File: src/rtl/rv_core_pkg.sv
// Shared core definitions: data/address widths, writeback request record and
// requester indices used by the register-file writeback arbiter.
package rv_core_pkg;

    localparam int XLEN     = 32;
    localparam int RADDR_W  = 5;
    localparam int NUM_REGS = 32;

    typedef logic [RADDR_W-1:0] reg_addr_t;
    typedef logic [XLEN-1:0]    xlen_t;

    typedef struct packed {
        logic      valid;
        reg_addr_t rd;
        xlen_t     data;
    } wb_req_t;

    localparam int REQ_ALU = 0;
    localparam int REQ_LSU = 1;
    localparam int REQ_CSR = 2;

    // True when the address names x0, which is hardwired to zero.
    function automatic logic is_x0(input reg_addr_t addr);
        return (addr == {RADDR_W{1'b0}});
    endfunction

endpackage

File: src/rtl/rr_arbiter.sv
// Round-robin arbiter: search starts at the pointer and wraps; the first valid
// requester is granted. The pointer moves past the winner on every grant and
// holds when nothing is requesting. Grants are forced low while n_rst is low.
module rr_arbiter #(
    parameter int N = 3
) (
    input  logic         clk,
    input  logic         n_rst,
    input  logic [N-1:0] req_valid,
    output logic [N-1:0] grant
);

    localparam int PTR_W = (N > 1) ? $clog2(N) : 1;

    logic [PTR_W-1:0] ptr_q;
    logic [PTR_W-1:0] ptr_d;
    logic [N-1:0]     grant_s;

    // Grant search from the pointer with wrap-around, plus next pointer value.
    always_comb begin
        int   idx;
        logic found;
        grant_s = {N{1'b0}};
        ptr_d   = ptr_q;
        found   = 1'b0;
        idx     = 0;
        for (int k = 0; k < N; k++) begin
            idx = int'(ptr_q) + k;
            if (idx >= N) begin
                idx = idx - N;
            end else begin
                idx = idx;
            end
            if (!found && req_valid[idx]) begin
                grant_s[idx] = 1'b1;
                found        = 1'b1;
                if (idx == N - 1) begin
                    ptr_d = {PTR_W{1'b0}};
                end else begin
                    ptr_d = PTR_W'(idx + 1);
                end
            end else begin
                found = found;
            end
        end
    end

    // Round-robin pointer register.
    always_ff @(posedge clk or negedge n_rst) begin
        if (!n_rst) begin
            ptr_q <= {PTR_W{1'b0}};
        end else begin
            ptr_q <= ptr_d;
        end
    end

    assign grant = grant_s & {N{n_rst}};

endmodule

File: src/rtl/rf_wb_arbiter.sv
// Register-file writeback arbiter: owns the single RF write port, grants one
// writeback source per cycle round-robin, registers the write (1-cycle latency)
// and keeps a per-register scoreboard of in-flight writes for RAW stall
// detection. Optional forwarding of the retiring write is enabled by the
// RF_WB_FWD_EN macro.
module rf_wb_arbiter #(
    parameter int NUM_REQ = 3,
    parameter int XLEN    = rv_core_pkg::XLEN,
    parameter int RADDR_W = rv_core_pkg::RADDR_W
) (
    input  logic                       clk,
    input  logic                       n_rst,
    input  logic [NUM_REQ-1:0]         req_valid,
    input  logic [NUM_REQ*RADDR_W-1:0] req_rd,
    input  logic [NUM_REQ*XLEN-1:0]    req_data,
    output logic [NUM_REQ-1:0]         req_ready,
    input  logic                       rsv_valid,
    input  logic [RADDR_W-1:0]         rsv_rd,
    input  logic [RADDR_W-1:0]         chk_rs1,
    input  logic [RADDR_W-1:0]         chk_rs2,
    output logic                       hazard,
`ifdef RF_WB_FWD_EN
    output logic                       fwd1_hit,
    output logic                       fwd2_hit,
    output logic [XLEN-1:0]            fwd_data,
`endif
    output logic                       RegWr,
    output logic [RADDR_W-1:0]         write_reg,
    output logic [XLEN-1:0]            write_data
);

    import rv_core_pkg::*;

    localparam int NREGS = 1 << RADDR_W;

    logic [NUM_REQ-1:0] grant_s;
    logic               hs_s;
    logic [RADDR_W-1:0] sel_rd_s;
    logic [XLEN-1:0]    sel_data_s;

    logic               reg_wr_q;
    logic               reg_wr_d;
    logic [RADDR_W-1:0] write_reg_q;
    logic [RADDR_W-1:0] write_reg_d;
    logic [XLEN-1:0]    write_data_q;
    logic [XLEN-1:0]    write_data_d;
    logic [NREGS-1:0]   busy_q;
    logic [NREGS-1:0]   busy_d;

    logic               rs1_term_s;
    logic               rs2_term_s;

    rr_arbiter #(
        .N (NUM_REQ)
    ) u_rr (
        .clk       (clk),
        .n_rst     (n_rst),
        .req_valid (req_valid),
        .grant     (grant_s)
    );

    assign req_ready = grant_s;

    // Mux the granted requester's destination and data (grant is one-hot).
    always_comb begin
        hs_s       = 1'b0;
        sel_rd_s   = {RADDR_W{1'b0}};
        sel_data_s = {XLEN{1'b0}};
        for (int i = 0; i < NUM_REQ; i++) begin
            if (grant_s[i] && req_valid[i]) begin
                hs_s       = 1'b1;
                sel_rd_s   = req_rd[i*RADDR_W +: RADDR_W];
                sel_data_s = req_data[i*XLEN +: XLEN];
            end else begin
                hs_s = hs_s;
            end
        end
    end

    // Next write-port state: pulse for one cycle on a handshake to a non-x0
    // destination; address and data hold their last written values otherwise.
    always_comb begin
        reg_wr_d     = 1'b0;
        write_reg_d  = write_reg_q;
        write_data_d = write_data_q;
        if (hs_s && (sel_rd_s != {RADDR_W{1'b0}})) begin
            reg_wr_d     = 1'b1;
            write_reg_d  = sel_rd_s;
            write_data_d = sel_data_s;
        end else begin
            reg_wr_d = 1'b0;
        end
    end

    // Write-port output registers.
    always_ff @(posedge clk or negedge n_rst) begin
        if (!n_rst) begin
            reg_wr_q     <= 1'b0;
            write_reg_q  <= {RADDR_W{1'b0}};
            write_data_q <= {XLEN{1'b0}};
        end else begin
            reg_wr_q     <= reg_wr_d;
            write_reg_q  <= write_reg_d;
            write_data_q <= write_data_d;
        end
    end

    // Scoreboard update: a reservation sets, the retiring RF write clears, and a
    // reservation of the same register in the same cycle wins over the clear.
    always_comb begin
        busy_d    = {NREGS{1'b0}};
        busy_d[0] = 1'b0;
        for (int r = 1; r < NREGS; r++) begin
            busy_d[r] = (rsv_valid && (rsv_rd == RADDR_W'(r)))
                      | (busy_q[r] & ~(reg_wr_q && (write_reg_q == RADDR_W'(r))));
        end
    end

    // Scoreboard register; entry 0 is never set because x0 is never written.
    always_ff @(posedge clk or negedge n_rst) begin
        if (!n_rst) begin
            busy_q <= {NREGS{1'b0}};
        end else begin
            busy_q <= busy_d;
        end
    end

`ifdef RF_WB_FWD_EN
    // Forwarding: the value retiring this cycle satisfies a matching source.
    always_comb begin
        fwd1_hit   = reg_wr_q & (write_reg_q == chk_rs1) & (chk_rs1 != {RADDR_W{1'b0}});
        fwd2_hit   = reg_wr_q & (write_reg_q == chk_rs2) & (chk_rs2 != {RADDR_W{1'b0}});
        fwd_data   = write_data_q;
        rs1_term_s = busy_q[chk_rs1] & ~fwd1_hit;
        rs2_term_s = busy_q[chk_rs2] & ~fwd2_hit;
    end
`else
    // Without forwarding a source stays hazardous until its RF write edge passes.
    always_comb begin
        rs1_term_s = busy_q[chk_rs1];
        rs2_term_s = busy_q[chk_rs2];
    end
`endif

    assign hazard     = rs1_term_s | rs2_term_s;
    assign RegWr      = reg_wr_q;
    assign write_reg  = write_reg_q;
    assign write_data = write_data_q;

endmodule

File: config.mk
export PLATFORM = sky130hd
export DESIGN_NAME = rf_wb_arbiter
export DESIGN_NICKNAME = d
export VERILOG_FILES = /design/src/rtl/rv_core_pkg.sv /design/src/rtl/rr_arbiter.sv /design/src/rtl/rf_wb_arbiter.sv
export SDC_FILE = /design/constraint.sdc
export NUM_CORES = 1
export LEC_CHECK = 0
export ABC_AREA = 0
export CAP_MARGIN = 20
export CORE_MARGIN = 3
export CORE_UTILIZATION = 44
export CTS_CLUSTER_DIAMETER = 150
export DETAILED_ROUTE_END_ITERATION = 8
export PLACE_DENSITY_LB_ADDON = 0.05
export SLEW_MARGIN = 20
export SYNTH_ARGS = -nofsm -noshare
export SYNTH_HDL_FRONTEND = slang
export SYNTH_HIERARCHICAL = 1
export SYNTH_SLANG_ARGS = --single-unit
export TNS_END_PERCENT = 100
File: constraint.sdc
create_clock -name clk -period 3.9 [get_ports clk]
set_clock_uncertainty 0.2 [all_clocks]
set_input_delay 0.78 -clock clk [delete_from_list [all_inputs] [get_ports clk]]
set_output_delay 0.78 -clock clk [all_outputs]
set_load 0.1 [all_outputs]
==> results of run 1 <==
layout make-up:
class | count | area, µm²
clock buffers | 10 | 128
multi-input cells | 328 | 2350
repair buffers | 193 | 1940
inverters | 5 | 18.8
flip-flops and latches | 71 | 1780
clock inverters | 5 | 83.8
well taps | 129 | 161
fillers | 750 | 2870
final timing paths:
kind / start / slack (ps) / cells past startpoint / end
max: chk_rs2[0] / 190 / 8 / hazard
min: write_data[23] / 290 / 1 / write_data[23]
max reg2reg: u_rr/ptr_q[0] / 240 / 13 / write_data[5]
min reg2reg: write_data[23] / 290 / 1 / write_data[23]
max in group asynchronous: n_rst / 2470 / 2 / busy_q[20]
min in group asynchronous: n_rst / 460 / 2 / u_rr/ptr_q[0]
cell usage after synthesis (2+ instances only):
master and number:
nor2_1 73, dfrtp_1 71, o21ai_0 65, a221oi_1 34, mux2_2 22, nand2_1 17, clkbuf_1 16, mux2_1 14
mux4_2 14, nand3_1 12, nor2b_1 12, mux2i_1 8, and2_1 6, a21o_1 5, a21oi_1 5, inv_1 5
o21ai_1 5, a21oi_2 4, buf_6 4, ha_1 4, nand2b_1 4, buf_2 3, nand3b_1 3, a22oi_1 2
a31oi_1 2, nand4_1 2, nor3_1 2, o221ai_1 2, or2_0 2
what timing repair did:
item                       in CTS  in global routing
gates resized for setup         0                  2
buffers inserted                0                  0
setup endpoints to repair       0                 12
kinds of logic (layout without fill, tap and decap cells):
group / after synthesis / count (layout) / synth area share (%)
AND/OR/NAND/NOR: 135 / 135 / 14.5
multiplexers: 58 / 58 / 18.8
buffers and inverters: 30 / 213 / 3.78
AO/OA/AOI/OAI: 131 / 131 / 20.1
flip-flops: 71 / 71 / 41.6
adder cells (fa/ha/maj): 4 / 4 / 1.17
worst max-delay path, delay by kind of cell:
family	cells	cell delay, ps
buffers and inverters	4	1050
multiplexers	1	500
AO/OA/AOI/OAI	3	400
stage by stage:
stage               instance area, µm²  hold slack, ps
finish                            6460             291
global route                      6460             312
CTS                               6450             299
detailed placement                6240             283
global placement                  6240             274
floorplan                         4280             282
placed cells by master, fill, tap and decap left out, types with 2 or more instances in the layout:
cell             instances
mux2i_1                  8
or2_0                    2
a22oi_1                  2
nand2_1                 17
nand4_1                  2
inv_1                    5
bufinv_16                2
and2_1                   5
mux4_2                  14
o21ai_0                 65
nor2_1                  73
ha_1                     3
buf_4                   21
nand2b_1                 4
mux2_2                  22
clkdlybuf4s50_1        165
dfrtp_1                 71
clkinvlp_4               2
a21oi_1                  5
a21oi_2                  4
nor2b_1                 11
a21o_1                   5
nor3_1                   2
nand3b_1                 3
o21ai_1                  5
mux2_1                  14
nand3_1                 12
a221oi_1                34
buf_12                   6
clkbuf_8                 9
a31oi_1                  2
per-layer routing:
metal	GRT usage, %	vias up	share of wire, %
met5	0	-	0
met4	6.74	0	1.4
met3	6.02	19	6.7
met2	41.6	149	51
met1	29.0	2019	41
li1	-	1959	-
power by group through the flow:
stage / sequential [mW] / combinational [mW] / clock, mW
6_report: 1.15 / 2.61 / 0.632
5_1_grt: 1.18 / 2.79 / 0.669
4_1_cts: 1.15 / 2.63 / 0.642
3_5_place_dp: 1.16 / 2.62 / 0
3_3_place_gp: 1.14 / 2.58 / 0
2_1_floorplan: 1.73 / 1.34 / 0
==> reports/metrics.cfg, run 1 <==
[yosys]
yosys-top-cells-area = dfrtp_1, o21ai_0, mux4_2, a221oi_1, nor2_1
synth_edf_count = 0
async_flop_share_pct = 100
syn_area_per_cell_um2 = 9.95
yosysSeqAreaShare_pct = 41.6
ys_warn_count = 6
synth_top_cell_by_area = dfrtp_1
synth_seq_cells = 71
synth_cell_types = 40
synth_top_cell_area_share_pct = 41.6
synth_area_um2 = 4270
synthCells = 429
synth_nets = 565
ys.flop_type = dfrtp_1

[routing]
viasPerCell = 5.60
ant_nets = 0
drt_iter0_markers = 189
drt-total-wl_um = 12800
drc = 0
dr.pass1.iters = 5
vias = 4146
wl_per_cell_um = 17.3

[cts]
h-tree-depth = 3
clock_latency_ps = 340
ctsRootBufferMaster = clkbuf_8
cts_inserted_buffers = 9
cts.path.max_buffers = 2
path_clk_slew_ps = 70
holdBufCountCts = 0
cts_tree = done
clkSinkCount = 71

[worst_hold_path]
hp-class = reg2reg

[sta]
finalSetupViolations = 0
timing_hold_violations_final = 0
tns_ps = 0
period_needed_ps = 3710
tightest_slew_ps = 1040
slew_viol_final = 0
fin_ws_ps = 190
slew_headroom_pct = 30.8
rsz0062_at_grt = false
period_share_pct = 95.1
fmax_mhz = 270

[cells_and_area]
final_util_pct = 69.2
drive_gt1_share_pct = 14.2
nNetsFinal = 744
syn2layout_area_growth_pct = 51.3
stdcell_count = 741
largest_reg_flops = 32
diodes = 0

[grt]
grt_overflow = 0
grt_pass1_wl_um = 21100
grt_pass1_vias = 4262
grt_max_degree = 72
track_usage_pct = 23.8
antenna_found_initial = 0

[setup_path]
crit_path_top_delay_cell = clkdlybuf4s50_1
cp_max_fo = 5
slowest_delay_ps = 590
critical_path_required_ps = 2920
critPathLaunchType = input port
crit_path_end_kind = output pin
cp.arrival_ps = 2730
path_class = in2out
timing.critical_path.cells = clkdlybuf4s50_1, buf_4, mux4_2, inv_1, a21oi_1, o21ai_0, o221ai_2, buf_12

[placed_design]
dp_hpwl_um = 10000
globalplace.congestion = 0.904
dp_slack_ps = -100
placement.io_buffers = 173
dp_cells = 726

[power_and_ir_drop]
sequentialPowerShare_pct = 26.2
vdd_drop_max_mv = 0.472
power_frac_comb_pct = 59.4
power-per-cell-area_nw_per_um2 = 681
p_leak_nw = 2.64
p_total_mw = 4.40
swShare_pct = 46.4
power.clock.fraction_pct = 14.4
p_sw_mw = 2.04
intPower_mw = 2.36

[floorplanning]
die_w_um = 104
io-pin-count = 174
start_util_pct = 45.8
fp.coreArea_um2 = 9330
row_count = 35
dieHeight_um = 104
die_area_um2 = 10900

[job]
cap_violations = 0

[outcome]
outcome = complete, no violations

Note: power is estimated with default switching activity, not from simulation.
==> run 2, diff against run 1 <==
- GPL_TIMING_DRIVEN: not set -> 0
- SLEW_MARGIN: 20 -> not set
==> run 2 against run 1 <==
Count of clock-buffer cells in the layout stayed put. Register-to-register slack got worse by 40 ps. Global-route usage is 1.1 points higher. Final cell count grew 0.67%. First-iteration DRC count down 12%. Fmax hardly changed. Sequential cell count unchanged. Sequential power about the same. Sequential share of layout area up 0.053 points. Via count grew 3.1%. Largest power group unchanged. Highest routed layer unchanged.
==> reports/metrics.cfg, run 2 (same netlist as run 1, synthesis figures left out) <==
[cells_and_area]
diodes = 0
syn2layout_area_growth_pct = 51.0
largest_reg_flops = 32
nNetsFinal = 748
fin_area_um2 = 6440
drive_gt1_share_pct = 13.6
fillerInstances = 751
layout_commonest_cell = clkdlybuf4s50_1
layout_common_cells = clkdlybuf4s50_1, nor2_1, dfrtp_1
final_util_pct = 69.1

[power_and_ir_drop]
power-per-cell-area_nw_per_um2 = 712
sequentialPowerShare_pct = 25.0
p_sw_mw = 2.12
swShare_pct = 46.1
p_leak_nw = 2.62
intPower_mw = 2.47
power.clock.fraction_pct = 16.3
vdd_drop_max_mv = 0.528
power_frac_comb_pct = 58.8

[sta]
finalSetupViolations = 0
timing_hold_violations_final = 0
slew_headroom_pct = 30.9
tns_ps = 0
fmax_mhz = 269
tightest_slew_ps = 1030
period_share_pct = 95.2
slew_viol_final = 0
period_needed_ps = 3710

[floorplanning]
row_count = 35
io-pin-count = 174
die_area_um2 = 10900
start_util_pct = 45.8
fp.coreArea_um2 = 9330
die_w_um = 104
dieHeight_um = 104

[routing]
drt_iter0_markers = 167
wl_met2_um = 7000
highest_layer = met4
vias = 4275
drc = 0
wl_per_cell_um = 18.3
ant_nets = 0
dr.pass1.iters = 4
wirelength_met1_um = 5330
drt-total-wl_um = 13700
viasPerCell = 5.73
wl_met3_um = 1120

[grt]
grt_max_degree = 39
grt_pass1_vias = 4234
grt_overflow = 0
track_usage_pct = 24.9
grt_pass1_wl_um = 21700
antenna_found_initial = 0

[cts]
path_clk_slew_ps = 80
clkSinkCount = 71
cts.path.max_buffers = 2
holdBufCountCts = 0
h-tree-depth = 3
cts_inserted_buffers = 9
cts_tree = done
clock_latency_ps = 340
ctsRootBufferMaster = clkbuf_8

[placed_design]
placedInstanceArea_um2 = 6140
placement.io_buffers = 168
dp_hpwl_um = 10400
globalplace.congestion = 0.876

[setup_path]
critPathLaunchType = input port
cp.arrival_ps = 2730
cp_max_fo = 6
crit_path_end_kind = output pin
critical_path_required_ps = 2920
path_class = in2out

[job]
cap_violations = 0

[outcome]
outcome = complete, no violations

[worst_hold_path]
hp-class = in2async

==> run 2: changes by cell type in the layout (fill, tap and decap cells not counted), moves of 3 or more <==
cell / delta
clkdlybuf4s50_1: -5
clkbuf_1: +14
buf_2: +4
clkdlybuf4s15_2: +3
buf_6: +4
buf_4: -16
buf_12: -5
==> run 2: through the flow <==
stage                     instances  worst slack, ps  hold slack (ps)  power (mW)
after floorplan                 429             41.5              282        3.08
after global routing            746            -9.35              196        4.85
final                           746              188              182        4.59
after detailed placement        727             -542              281        3.79
after CTS                       743             2.94              192        4.54
after global placement          726            -2520              275        3.72
==> run 2: repair_timing <==
item	CTS	global route
endpoints found under the setup margin	18	15
setup buffers	0	3
resized for setup	14	9
pin swaps	0	1
==> run 2: critical path, stage by stage <==
cell             delay [ps]
clkdlybuf4s50_1         610
mux2_2                  360
a221oi_1                270
a21oi_1                  60
o21ai_0                 230
o221ai_2                120
buf_2                   300
==> run 2: power groups by stage <==
stage	clock [mW]	sequential (mW)	combinational [mW]
2_1_floorplan	0	1.73	1.34
3_3_place_gp	0	1.13	2.59
3_5_place_dp	0	1.15	2.64
4_1_cts	0.758	1.14	2.65
5_1_grt	0.793	1.17	2.88
6_report	0.746	1.15	2.70
==> run 2: metal layers <==
layer / global-route usage [%] / vias to the layer above
met5: 0 / -
met4: 5.89 / 0
met3: 6.95 / 17
met2: 43.5 / 190
met1: 30.4 / 2102
li1: - / 1966
==> run 2: layout make-up <==
| cell class | count | area, µm² | area share [%] |
|---|---|---|---|
| buffer | 25 | 144 | 2.23 |
| inverter | 5 | 18.8 | 0.291 |
| clock buffer | 10 | 138 | 2.14 |
| clock inverter | 6 | 115 | 1.79 |
| timing repair buffer | 172 | 1720 | 26.8 |
| sequential | 71 | 1780 | 27.6 |
| tap | 129 | 161 | 2.50 |
| multi-input combinational | 328 | 2370 | 36.7 |
==> run 2: worst paths after layout <==
path,cells after the start,slack (ps),startpoint,end
max in group asynchronous,2,2730,n_rst,write_data[7]
max,7,190,chk_rs2[1],hazard
min in group clk,1,290,write_data[21],write_data[21]
min reg2reg,1,290,write_data[21],write_data[21]
min,1,180,n_rst,busy_q[5]
max reg2reg,16,200,u_rr/ptr_q[0],write_data[31]
==> run 3, diff against run 2 <==
- CORE_MARGIN: 3 -> 1.5
- CORE_UTILIZATION: 44 -> 45
- CTS_BUF_LIST: not set -> sky130_fd_sc_hd__clkbuf_2
==> run 3 against run 2 <==
Setup slack improved by 2.7 ps. Final area decreased by 2.3%. Via count decreased by 2.1%. Routed wire length decreased by 3.1%. Fmax about the same. Global-route usage increased by 2.1 points. Non-clock buffer count increased by 1. Critical endpoint is now write_data[13].
==> reports/metrics.cfg, run 3 (same netlist as run 1, synthesis figures left out) <==
[outcome]
outcome = complete, no violations

[setup_path]
slowest_delay_ps = 410
cp_max_fo = 10
critical_path_required_ps = 4110
rr_startpoint = u_rr/ptr_q[0]
timing.critical_path.cells = inv_1, ha_1, buf_6, mux2i_1, o211a_1, a22oi_1, o21ai_1, and2_1, and2_1, a31oi_1, o221ai_1, nor4_4, buf_6, buf_8, mux2_1
cp.arrival_ps = 3920
ff2ff_path_depth = 15
crit_path_end_kind = register
critPathLaunchType = register
crit_path_top_delay_cell = dfrtp_1
timing.reg2reg.setup_slack_ps = 190
r2r-end = write_data[13]
path_class = reg2reg

[power_and_ir_drop]
power-per-cell-area_nw_per_um2 = 685
vdd_drop_max_mv = 0.379
p_leak_nw = 2.57

[grt]
grt_pass1_wl_um = 20900
grt_max_degree = 73
track_usage_pct = 27.0
met1_usage_pct = 32.9
busiest_layer = met2
grt_pass1_vias = 4163
grtUsageMet3_pct = 7.03
grt_overflow = 0
grt.met2_usage_pct = 47.0
antenna_found_initial = 0

[routing]
dr.pass1.iters = 4
drt-total-wl_um = 13200
ant_nets = 0
drc = 0
viasPerCell = 5.74
drt_iter0_markers = 133
vias = 4184
wl_per_cell_um = 18.2

[job]
cap_violations = 0

[sta]
period_needed_ps = 3710
timing_hold_violations_final = 0
tightest_slew_ps = 1020
slew_viol_final = 0
finalSetupViolations = 0
slew_headroom_pct = 31.7
fmax_mhz = 270
period_share_pct = 95.1

[placed_design]
placement.io_buffers = 168
dp_cells = 709
placedInstanceArea_um2 = 6130
globalplace.congestion = 0.855
dp_hpwl_um = 10100

[cells_and_area]
drive_gt1_share_pct = 13.1
nNetsFinal = 749
diodes = 0
stdcell_count = 729
fin_area_um2 = 6300
layout_commonest_cell = clkdlybuf4s50_1
layout_common_cells = clkdlybuf4s50_1, nor2_1, dfrtp_1
largest_reg_flops = 32
syn2layout_area_growth_pct = 47.6

[cts]
clkSinkCount = 71
cts_inserted_buffers = 9
cts_tree = done
path_clk_slew_ps = 210
clock_latency_ps = 500
cts.path.max_buffers = 2
ctsRootBufferMaster = clkbuf_2
h-tree-depth = 3

[worst_hold_path]
holdPathStages = 1
min_from = write_data[17]
hp-class = reg2reg
min_to = write_data[17]

[floorplanning]
start_util_pct = 46.4
die_w_um = 100
dieHeight_um = 100
die_area_um2 = 10100
io-pin-count = 174
fp.coreArea_um2 = 9200
row_count = 35

==> run 3: cell count changes in the layout (fill, tap and decap cells not counted), sizes merged <==
cell,before,now
buf,15,16
bufinv,3,2
clkbuf,26,28
clkdlybuf4s15,3,0
clkdlybuf4s50,160,163
clkinv,0,2
dlygate4sd2,1,0
dlygate4sd3,0,1
dlymetal6s2s,2,0
inv,7,6
==> run 3: area by class of cell <==
type,count,area [µm²]
Clock inverter,6,93.8
Tap cell,111,139
Sequential cell,71,1780
Clock buffer,10,50.0
Inverter,5,18.8
Timing Repair Buffer,173,1720
Multi-Input combinational cell,328,2350
Fill cell,757,2900
Buffer,25,143
==> run 3: per-stage QoR <==
stage / power [mW] / setup WS [ps] / utilization, % / TNS [ps] / hold WS (ps)
2_1_floorplan: 3.08 / 41.5 / - / 0 / 282
3_3_place_gp: 3.72 / -2490 / 66.4 / -137570 / 274
3_5_place_dp: 3.80 / -587 / 66.6 / -12140 / 280
4_1_cts: 4.30 / 30.2 / 68.2 / 0 / 321
5_1_grt: 4.58 / -1.39 / 68.5 / -1.39 / 292
6_report: 4.31 / 191 / 68.5 / 0 / 319
==> run 3: timing repair <==
item,CTS,global route
resized for setup,16,9
setup endpoints to repair,4,28
buffers inserted,0,3
hold endpoints to repair,2,0
hold buffers,1,0
==> run 3: critical path: cells and delay by family, from the launching register on <==
kind            cells  cell delay (ps)
buf+inv             4              580
flops               1              410
fa+ha+maj           1              310
compound gates      5             1020
mux                 2              470
simple gates        3              620
==> run 3: worst max path at each step <==
stage                        from             end
finish              u_rr/ptr_q[0]  write_data[13]
global route        u_rr/ptr_q[0]  write_data[13]
CTS                 u_rr/ptr_q[0]    req_ready[2]
detailed placement     chk_rs2[1]          hazard
global placement            n_rst    req_ready[1]
floorplan           u_rr/ptr_q[0]  write_data[13]
==> run 3: routing by layer <==
layer	share of wire (%)	wire (µm)	vias up
met4	1.2	158	0
met1	39	5110	2025
met2	52	6830	175
met3	8.6	1140	12
met5	0	0	-
li1	-	-	1972
==> run 3: where the power goes <==
group	switching, mW	leakage [nW]	internal [mW]
Clock	0.292	0.0827	0.219
Sequential	0.182	0.844	0.962
Combinational	1.63	1.65	1.03
Total	2.10	2.57	2.21
==> variant 1, RTL diff (flow settings as in run 3) <==
Set the package constant `RADDR_W` to 3 (it was 5).
--- a/src/rtl/rv_core_pkg.sv
+++ b/src/rtl/rv_core_pkg.sv
@@ -3,7 +3,7 @@
 package rv_core_pkg;
 
     localparam int XLEN     = 32;
-    localparam int RADDR_W  = 5;
+    localparam int RADDR_W  = 3;
     localparam int NUM_REGS = 32;
 
     typedef logic [RADDR_W-1:0] reg_addr_t;
Ports: changed (5 resized); port bits go from 174 to 160. The function was not compared with the original's and may differ.
==> variant 1 against run 3 <==
Sequential power fell by 39%. Fmax decreased by 1.7%. Synthesized cell count down 13%. Via count down 18%. Non-clock buffer count fell by 8. Power is 22% lower. Sequential cell count fell by 26. Sequential share of layout area fell by 5.6 points. Worst setup slack lost 0.064 ns. Final cell count is 13% lower. Synthesized area down 25%. Wire length is 26% lower. Final area is 21% lower. Hold slack lost 0.16 ns. Critical endpoint is now req_ready[0]. Highest routed layer unchanged.
==> variant 1: results (changes against run 3) <==
DRT iter0 DRCs: 166 (+25%)
Synth top cells by count: inv_1 (69), o21ai_0 (47), dfrtp_1 (45), mux2i_1 (36), nand3_1 (35)
worst hold path class: primary input to asynchronous set/reset pin
M1 WL: 4040 microns (-21%)
largest net degree at the start of global routing: 28 (-62%)
met3 Usage GRT: 6.16% (-0.87 points)
routability congestion estimate from global placement: 0.928 (+8.5%)
overall routing resource usage: 25.9% (-1.2 points)
pre-CTS setup slack: -0.807 ns (-0.220 ns)
final WL: 9820 microns (-26%)
HPWL Detailed: 7530 microns (-25%)
htree depth: 2 (-1)
Area contributors post-synth: dfrtp_1 (35%), mux2i_1 (11%), o311ai_0 (8.8%)
cts bufs inserted: 5 (-4)
P_sw: 1.86 mW (-11%)
vias in the first global route: 3365 (-19%)
Yosys cell types: 43 (+7.5%)
GRT met1 Usage: 30.5% (-2.3 points)
Filler cells: 565 (-25%)
share of layout cells above drive strength 1: 7.02% (-6.1 points)
Rel. slew slack: 32.0% (+0.34 points)
wire length on met3: 712 microns (-37%)
Seq/Total Area, Yosys: 35.2% (-6.4 points)
Synth Area in Adders: 1.57% (+0.39 points)
Post-Synthesis Net Count: 497 (-12%)
Inst Count DP: 629 (-11%)
leakage: 2.07 nW (-20%)
VDD IR max: 368 uV (-3.1%)
mux share of post-synthesis cell area: 14.1% (-4.7 points)
WL met2: 4840 microns (-29%)
syn_area_per_cell: 8.57 sq um (-14%)
global-route wire length before repair: 15600 microns (-25%)
GR Util met2: 46.4% (-0.63 points)
status: complete, no violations
variant 1: cell type report:
cell class                 instances  area (sq um)  area share (%)
multi-input combinational        228          1670            33.4
timing repair buffer             160          1600            32.1
sequential                        45          1130            22.6
inverter                          70           263            5.26
buffer                            30           170            3.41
tap                               96           120            2.41
clock buffer                       6          30.0           0.602
clock inverter                     2          10.0           0.201
variant 1: worst max-delay path, cell delays in order:
cell	delay [ns]
clkdlybuf4s50_1	0.51
clkbuf_2	0.23
mux2_1	0.34
o21ai_1	0.13
o31ai_1	0.14
nor3b_4	0.30
buf_4	0.35
variant 1: cells by family after synthesis:
family          count (synthesis)
compound gates                107
fa+ha+maj                       4
mux                            41
buf+inv                       100
flops                          45
simple gates                   76
variant 1: timing repair:
action / 4_1_cts / 5_1_grt
endpoints found under the setup margin: 4 / 4
hold endpoints to repair: 0 / 0
gates resized for setup: 17 / 8
hold buffers: 0 / 0
variant 1: path summary, 6_finish.rpt:
path | startpoint | to | slack, ns | cells after the start
hold reg to reg | write_data[15] | write_data[15] | 0.33 | 2
setup reg to reg | u_rr/ptr_q[1] | write_data[0] | 0.39 | 13
min in group clk | write_data[15] | write_data[15] | 0.33 | 2
hold / removal | n_rst | busy_q[3] | 0.16 | 1
max in group asynchronous | n_rst | RegWr | 2.81 | 2
setup / recovery | req_valid[2] | req_ready[0] | 0.13 | 7
variant 1: power groups by stage:
stage	Sequential [mW]	Combinational [mW]	Clock, mW
6_report	0.701	2.47	0.198
5_1_grt	0.722	2.63	0.225
4_1_cts	0.701	2.47	0.208
3_5_place_dp	0.711	2.48	0
3_3_place_gp	0.707	2.43	0
2_1_floorplan	1.33	1.23	0
==> variant 2, RTL diff (settings of run 3) <==
Without the edit above. Make the reset (`n_rst`) synchronous in 3 clocked blocks.
--- a/src/rtl/rr_arbiter.sv
+++ b/src/rtl/rr_arbiter.sv
@@ -46,7 +46,7 @@
     end
 
     // Round-robin pointer register.
-    always_ff @(posedge clk or negedge n_rst) begin
+    always_ff @(posedge clk) begin
         if (!n_rst) begin
             ptr_q <= {PTR_W{1'b0}};
         end else begin
--- a/src/rtl/rf_wb_arbiter.sv
+++ b/src/rtl/rf_wb_arbiter.sv
@@ -93,7 +93,7 @@
     end
 
     // Write-port output registers.
-    always_ff @(posedge clk or negedge n_rst) begin
+    always_ff @(posedge clk) begin
         if (!n_rst) begin
             reg_wr_q     <= 1'b0;
             write_reg_q  <= {RADDR_W{1'b0}};
@@ -117,7 +117,7 @@
     end
 
     // Scoreboard register; entry 0 is never set because x0 is never written.
-    always_ff @(posedge clk or negedge n_rst) begin
+    always_ff @(posedge clk) begin
         if (!n_rst) begin
             busy_q <= {NREGS{1'b0}};
         end else begin
Formal check against the unedited RTL: differs if n_rst is asserted again (counterexample within 4 cycles, from zero or initial values and one cycle with n_rst low); with n_rst held inactive, the same outputs for 10 cycles.
==> variant 2 against run 3 <==
Wire length rose by 8.7%. Final area fell by 0.62%. Power fell by 10%. Critical endpoint is now write_data[22]. Sequential cell count did not move. Worst setup slack got worse by 0.049 ns. Sequential power fell by 17%. First-iteration DRC count rose by 110%. Clock power fell by 5.3%. Hold slack improved by 0.0019 ns. Synthesized area fell by 0.41%. Register-to-register slack improved by 0.02 ns.
==> variant 2: results (changes against run 3) <==
Mapped Cells: 464 (+8.2%)
Worst path slowest cell: clkdlybuf4s50_1
cts bufs inserted: 9 (unchanged)
Clk Latency, worst-skew pair: 0.51 ns
Seq/Total Area, Yosys: 33.4% (-8.2 points)
Vias: 4593 (+9.8%)
Yosys cell types: 53 (+33%)
Largest register FFs: 32 (unchanged)
Area contributors post-synth: dfxtp_1 (33%), o211a_1 (8.0%), a222oi_1 (7.8%)
leakage: 2.51 nW (-2.5%)
Synthesis Warnings: 6 (unchanged)
Max stage delay on crit path: 0.65 ns (+0.24 ns)
final WL: 14400 microns (+8.7%)
crit path max fanout: 10 (unchanged)
ANT cells: 0 (unchanged)
beginning of the worst hold path: busy_q[10]
area of placed instances: 6100 sq um (-0.51%)
RR Startpoint: u_rr/ptr_q[0]
Longest Clk Path Bufs: 2 (unchanged)
Inst Count DP: 743 (+4.8%)
fin nets: 781 (+4.3%)
Post-Synthesis Net Count: 600 (+6.2%)
Filler cells: 793 (+4.8%)
final cell count without fillers: 761 (+4.4%)
routability congestion estimate from global placement: 0.903 (+5.6%)
DRT iter0 DRCs: 276 (+110%)
Synth top cells by count: dfxtp_1 (71), nand2_1 (45), o21ai_0 (41), a21boi_0 (37), o211a_1 (34)
cell family with most CP delay: compound AO/OA/AOI/OAI gates
drt first pass iters: 7 (+3)
global-route wire length before repair: 22500 microns (+7.9%)
worst slew pin tran: 1.06 ns (+0.0345 ns)
crit path from: req_valid[1]
HPWL Detailed: 11200 microns (+11%)
Root Buffer: clkbuf_2
pre-CTS setup slack: -0.773 ns (-0.186 ns)
share of layout cells above drive strength 1: 10.9% (-2.2 points)
largest net degree at the start of global routing: 13 (-82%)
VDD IR max: 342 uV (-9.9%)
status: complete, no violations
Crit path arrival time: 3.99 ns (+0.07 ns)
overall routing resource usage: 28.5% (+1.5 points)
htree depth: 3 (unchanged)
ys async rst share: 0% (-100 points)
variant 2: routing by layer:
layer | part of all wire [%] | wire, microns | GRT usage (%) | up-vias
met4 | 1.9 | 267 | 10.6 | 0
met2 | 50 | 7260 | 50.1 | 190
met5 | 0 | 0 | 0 | -
met1 | 41 | 5950 | 35.1 | 2197
met3 | 6.4 | 917 | 4.60 | 23
li1 | - | - | - | 2183
variant 2: worst paths after layout:
kind / end / slack [ns] / cells after the start
setup / recovery: write_data[22] / 0.14 / 12
setup reg to reg: write_data[22] / 0.21 / 15
hold reg to reg: busy_q[10] / 0.32 / 2
hold / removal: busy_q[10] / 0.32 / 2
variant 2: layout make-up:
class / count / area, sq um / area share, %
plain buffers: 40 / 198 / 3.16
multi-input cells: 347 / 2660 / 42.5
clock buffers: 9 / 45.0 / 0.719
inverters: 6 / 22.5 / 0.360
well taps: 111 / 139 / 2.22
clock inverters: 7 / 87.6 / 1.40
flip-flops and latches: 71 / 1420 / 22.7
repair buffers: 170 / 1690 / 27.0
variant 2: cells by family after synthesis:
kind of cell / after synthesis / synth area share [%]
AOI/OAI and AO/OA: 203 / 35.9
adders and majority gates: 4 / 1.18
and+or+nand+nor: 113 / 13.5
DFF: 71 / 33.4
buffers and inverters: 46 / 5.03
muxes: 27 / 11.0
variant 2: timing repair:
item	4_1_cts	5_1_grt
gates resized for setup	22	16
endpoints found under the setup margin	4	33
buffers inserted	0	2
pin swaps	0	3
variant 2: power by group:
| group | internal, mW | switching, mW | leakage (nW) |
|---|---|---|---|
| combinational | 0.804 | 1.64 | 1.86 |
| clock | 0.206 | 0.278 | 0.0730 |
| sequential | 0.857 | 0.0914 | 0.580 |
variant 2: tightest hold or removal path, delay by kind of cell, from the launching register on:
family,cells,cell delay (ns)
AOI/OAI and AO/OA,2,0.13
DFF,1,0.37
